## src/rtl/regfile.sv

```systemverilog
// ----------------------------------------------------------------------------
// regfile: 32 x 32-bit RV32I integer register file.
//
// Two combinational read ports serve the decode stage; one synchronous write
// port is driven by write-back. A write presented in the same cycle as a read
// of the same register is forwarded to the read port. x0 always reads zero.
//
// Ports:
//   i_clk     system clock, all state updates on the rising edge
//   i_rst     synchronous reset, active low
//   i_we      write enable
//   i_waddr   write register index
//   i_wdata   write data
//   i_re1     read port 1 enable
//   i_raddr1  read port 1 index
//   o_rdata1  read port 1 data
//   i_re2     read port 2 enable
//   i_raddr2  read port 2 index
//   o_rdata2  read port 2 data
// ----------------------------------------------------------------------------
module regfile (
    input  logic        i_clk,
    input  logic        i_rst,
    input  logic        i_we,
    input  logic [4:0]  i_waddr,
    input  logic [31:0] i_wdata,
    input  logic        i_re1,
    input  logic [4:0]  i_raddr1,
    output logic [31:0] o_rdata1,
    input  logic        i_re2,
    input  logic [4:0]  i_raddr2,
    output logic [31:0] o_rdata2
);

    logic [31:0] r_regs [32];

    // Entry 0 is cleared by reset and never written afterwards.
    always_ff @(posedge i_clk) begin
        if (!i_rst) begin
            for (int i = 0; i < 32; i++) begin
                r_regs[i] <= '0;
            end
        end else if (i_we && (i_waddr != 5'd0)) begin
            r_regs[i_waddr] <= i_wdata;
        end
    end

    // Read port 1: reset, disable and x0 force zero before forwarding is considered.
    always_comb begin
        o_rdata1 = '0;
        if (!i_rst || !i_re1 || (i_raddr1 == 5'd0)) begin
            o_rdata1 = '0;
        end else if (i_we && (i_waddr == i_raddr1)) begin
            o_rdata1 = i_wdata;
        end else begin
            o_rdata1 = r_regs[i_raddr1];
        end
    end

    // Read port 2: identical priority to port 1.
    always_comb begin
        o_rdata2 = '0;
        if (!i_rst || !i_re2 || (i_raddr2 == 5'd0)) begin
            o_rdata2 = '0;
        end else if (i_we && (i_waddr == i_raddr2)) begin
            o_rdata2 = i_wdata;
        end else begin
            o_rdata2 = r_regs[i_raddr2];
        end
    end

endmodule

```

## config.mk

```make
export PLATFORM = sky130hd
export DESIGN_NAME = regfile
export DESIGN_NICKNAME = d
export VERILOG_FILES = /design/src/rtl/regfile.sv
export SDC_FILE = /design/constraint.sdc
export NUM_CORES = 2
export LEC_CHECK = 0
export ABC_AREA = 1
export CORE_UTILIZATION = 45
export CTS_BUF_LIST = sky130_fd_sc_hd__clkbuf_16
export DETAILED_ROUTE_END_ITERATION = 8
export PLACE_DENSITY_LB_ADDON = 0.1
export SLEW_MARGIN = 40
export SYNTH_ARGS = -nofsm -noshare
export SYNTH_HDL_FRONTEND = slang
export SYNTH_SLANG_ARGS = --single-unit
```

## constraint.sdc

```tcl
create_clock -name i_clk -period 4.6 [get_ports i_clk]
set_clock_uncertainty 0.15 [all_clocks]
set_input_delay 0.92 -clock i_clk [delete_from_list [all_inputs] [get_ports i_clk]]
set_output_delay 0.92 -clock i_clk [all_outputs]
set_load 0.05 [all_outputs]
```

# Word level (Yosys, flattened, before mapping)
# Memories as Yosys holds them, arrays and structs flattened.
# Cells that the tools add are included.
dict set report word_totals {
  memories 1
  wordCells 28
  ram_bits 1024
  register_bits 0
  output_inout_bits 64
}
dict set report classes {
  eq_ne 2
  reduce_logical 14
  muxes 11
}
# memory words word_bits rd rd_ports_with_merged_regs write_ports line_no
set mem_list {}
lappend mem_list {r_regs 32 32 2 0 32 35} ;# logic [31:0] r_regs [32];
# operator count
set op_table {}
lappend op_table {{two-way mux 32 bit} 5}
lappend op_table {{OR reduction 32 bit} 1}
lappend op_table {{equality test 5 bit} 2}
lappend op_table {{zero test 5 bit} 2}
lappend op_table {{two-way mux 1 bit} 5}
lappend op_table {{two-way mux 5 bit} 1}
lappend op_table {{nonzero test 5 bit} 1}
lappend op_table {{logical OR 1 bit} 4}
lappend op_table {{logical AND 1 bit} 3}
lappend op_table {{zero test 1 bit} 3}

# Logic depth before layout (Yosys ltp)
dict set report logic_depth {
  word_depth 7
  depth_mapped 12
  ltp_nobuf 10
}

# Worst setup path before layout
# No wires, ideal clock.
dict set report synth_path {
  kind {input-to-output}
  start {input port i_raddr2[0]}
  end {output port o_rdata2[12]}
  arrival_time_ps 2832
  path_stages 12
  slack_ps 698
  path_cell_list {buf_2 > inv_1 > clkbuf_1 > clkbuf_1 > nand2_1 > nand3_1 > nand2_1 > nor2_1 > nand2_1 > nand3_1 > nand2_1 > a21oi_1}
}
dict set report synth_via {
  elab_chain_cells 4
}
# item line_no
set synth_lines {}
lappend synth_lines {{from (decl)} 31} ;# input logic [4:0] i_raddr2,
lappend synth_lines {{parallel branches: the longest is 3 deep, another holds memory read (32 x 32 bit)} --}
lappend synth_lines {{two-way mux 32 bit (*)} 63} ;# if (!i_rst || !i_re2 || (i_raddr2 == 5'd0)) begin
lappend synth_lines {{to (decl)} 32} ;# output logic [31:0] o_rdata2
# Mark *: on every way between the ends.

# Final worst setup path
dict set report layout_path {
  start {input port i_waddr[2]}
  end {output port o_rdata2[25]}
}
dict set report layout_via {
  elab_chain_cells 4
}
# item line_no
set layout_lines {}
lappend layout_lines {{from (decl)} 25} ;# input logic [4:0] i_waddr,
lappend layout_lines {{equality test 5 bit} 65} ;# end else if (i_we && (i_waddr == i_raddr2)) begin
lappend layout_lines {{logical AND 1 bit} 65}
lappend layout_lines {{two-way mux 32 bit} 65}
lappend layout_lines {{two-way mux 32 bit} 63}
# Every way passes these cells.

==> impl_metrics.sql <==
INSERT INTO impl_metrics (metric_group, metric, value, unit) VALUES
('clock_tree', 'maximum_count_of_clock_buffers_along_a_single_path', '3', ''),
('routing', 'wl_per_cell', '24.8', 'um'),
('critical_path', 'crit_family', 'buffers and inverters', ''),
('sta', 'setup_failing_eps_final', '0', ''),
('routing', 'via_per_inst', '5.75', ''),
('critical_path', 'cpMaxStageDelayCell', 'clkdlybuf4s50_1', ''),
('critical_path', 'crit_end', 'o_rdata2[25]', ''),
('sta', 'timing_hold_violations_final', '0', ''),
('global_routing', 'grt_overflow', '0', ''),
('floorplan', 'ioPinCount', '116', ''),
('clock_tree', 'postCtsHoldBufs', '0', ''),
('critical_path', 'crit_path_cell_trace', 'clkdlybuf4s50_1 -> inv_1 -> o22ai_1 -> nor2_1 -> nand3_4 -> buf_12 -> a21oi_1 -> buf_12', ''),
('routing', 'detail_route.first_pass.iterations', '7', ''),
('synth', 'synthCells', '8040', ''),
('clock_tree', 'cts.reportedPaths.clkPinSlew', '0.06', 'ns'),
('clock_tree', 'cts_tree', 'yes', ''),
('power', 'p_sw', '6.87', 'mW'),
('final_layout', 'registers.top_by_ff_count', 'r_regs', ''),
('critical_path', 'most_repeated_library_cell_on_the_critical_path', 'buf_12', ''),
('critical_path', 'cp.required', '3.53', 'ns'),
('global_routing', 'first_global_vias', '51100', ''),
('final_layout', 'fillerInstances', '12400', ''),
('power', 'leakage', '30.5', 'nW'),
('critical_path', 'critical_path_buf_inv_count', '4', ''),
('clock_tree', 'root_buffer', 'clkbuf_16', ''),
('floorplan', 'core.rowCount', '132', ''),
('sta', 'setup_tns', '0', 'ns'),
('global_routing', 'grt_start_max_net_pins', '112', ''),
('floorplan', 'die-width', '365', 'um'),
('critical_path', 'criticalPathCategory', 'in -> out', ''),
('sta', 'timing.final.max_slew_violations', '0', ''),
('power', 'power-per-cell-area', '350', 'mW/mm2'),
('critical_path', 'crit_start', 'i_waddr[2]', ''),
('final_layout', 'final_layout_size_suffix_gt1_frac', '0.0742', ''),
('synth', 'synth_top_cell_area_share', '0.518', ''),
('flow_run', 'maxCapViolations', '0', ''),
('placement', 'gpl.final_weighted_congestion', '0.924', ''),
('power', 'swShare', '0.290', ''),
('sta', 'worst-slew-pin-transition', '0.888', 'ns'),
('power', 'sequential_fraction_of_design_power', '0.464', ''),
('floorplan', 'initial_core_util', '0.456', ''),
('clock_tree', 'cts_setup_buffers', '0', ''),
('final_layout', 'postLayoutCoreUtil', '0.520', ''),
('synth', 'post_synth.cell_area_avg', '7.38', 'um2'),
('power', 'power_share_of_the_clock_group', '0.381', ''),
('final_layout', 'final_net_count', '7999', ''),
('final_layout', 'most_used_cells_in_the_layout_excluding_fill_and_tap_cells', '2586 x nand2_1, 1460 x nor2_1, 1122 x nand3_1', ''),
('final_layout', 'flow.area_growth_from_synthesis', '14.0', '%'),
('final_layout', 'final_common_cell', 'nand2_1', ''),
('floorplan', 'core_area', '0.130', 'mm2'),
('floorplan', 'die_h', '365', 'um'),
('synth', 'synth.yosys.seq_area_share', '0.518', ''),
('sta', 'slew_headroom', '0.408', ''),
('global_routing', 'antenna_found_initial', '4', ''),
('global_routing', 'grt_use_total', '0.360', ''),
('routing', 'ant_nets', '0', ''),
('placement', 'dp_hpwl', '139', 'mm'),
('power', 'peakVddDrop', '0.362', 'mV'),
('placement', 'io_buf_count', '115', ''),
('sta', 'grt_setup_unrepaired', 'false', ''),
('final_layout', 'biggestRegsByFlops', 'r_regs x1024', ''),
('floorplan', 'floorplan.die_area', '0.133', 'mm2'),
('synth', 'ys_seq_elements', '1024', ''),
('hold_path', 'min-delay-path-class', 'in -> reg', ''),
('synth', 'yosysWarningCount', '0', ''),
('power', 'intPower', '16.8', 'mW'),
('outcome', 'status', 'completed', ''),
('critical_path', 'critical_path_depth', '8', ''),
('final_layout', 'regArea', '0.0307', 'mm2'),
('synth', 'syn_area', '0.0593', 'mm2'),
('critical_path', 'start_kind', 'primary input', '');
-- cell type report --
type,instances,share of cell area
repair buffers,384,0.0707
clock buffers,118,0.0436
well taps,1742,0.0322
multi-input cells,5629,0.345
flip-flops and latches,1024,0.454
diodes,2,0.0000740
inverters,791,0.0443
clock inverters,89,0.00917
-- cell families (layout without fill, tap and decap cells) --
kind of cell	Yosys count	count (layout)	share of synthesized area
compound gates	350	350	0.0322
xor+xnor	1	1	0.000148
buf+inv	1418	1382	0.0934
flops	1024	1024	0.518
other cells	1	34	0.0000632
simple gates	5246	5246	0.356
-- Yosys cell counts --
| cell type | number |
|---|---|
| a21oi_1 | 131 |
| buf_1 | 77 |
| buf_2 | 176 |
| clkbuf_1 | 374 |
| clkinv_1 | 3 |
| conb_1 | 1 |
| edfxtp_1 | 1024 |
| inv_1 | 784 |
| inv_2 | 4 |
| nand2_1 | 2648 |
| nand3_1 | 1124 |
| nand4_1 | 2 |
| nor2_1 | 1463 |
| nor3_1 | 7 |
| nor3_4 | 1 |
| o211ai_1 | 61 |
| o21ai_0 | 153 |
| o22ai_1 | 5 |
| or2_2 | 1 |
| xor2_1 | 1 |
-- per-stage QoR --
stage	std cells	worst slack, ns	cell area, um2
2_1_floorplan	8071	0.698	59500
3_3_place_gp	9569	0.400	64100
3_5_place_dp	9569	0.369	64100
4_1_cts	9776	0.355	67600
5_1_grt	9777	0.141	67700
6_report	9779	0.287	67700
-- metal layers --
| metal | global-route usage | wire [um] | vias to the layer above | part of all wire |
|---|---|---|---|---|
| met3 | 0.0716 | 30400 | 692 | 0.13 |
| li1 | - | - | 25300 | - |
| met5 | 0 | 20 | - | 0.000082 |
| met2 | 0.546 | 105000 | 3807 | 0.43 |
| met4 | 0.164 | 11500 | 4 | 0.047 |
| met1 | 0.497 | 95500 | 26500 | 0.39 |
-- power by group through the flow --
stage | clock network (mW) | registers, mW | logic, mW
6_report | 9.03 | 11.0 | 3.67
5_1_grt | 9.39 | 11.0 | 3.92
3_5_place_dp | 0 | 11.2 | 3.57
2_1_floorplan | 0 | 11.1 | 2.07
4_1_cts | 9.06 | 11.0 | 3.58
3_3_place_gp | 0 | 11.2 | 3.55
-- worst min path at each step --
stage / slack (ns) / end / start / cells after the start
after CTS: 0.84 / r_regs[2][26] / i_rst / 3
final: 0.90 / r_regs[2][26] / i_rst / 3
after detailed placement: 1.64 / r_regs[2][28] / i_rst / 3
after floorplan: 1.01 / r_regs[1][31] / i_wdata[31] / 2
after global placement: 1.64 / r_regs[2][28] / i_rst / 3
after global routing: 0.91 / r_regs[2][26] / i_rst / 3
Note: power is estimated with default switching activity, not from simulation.
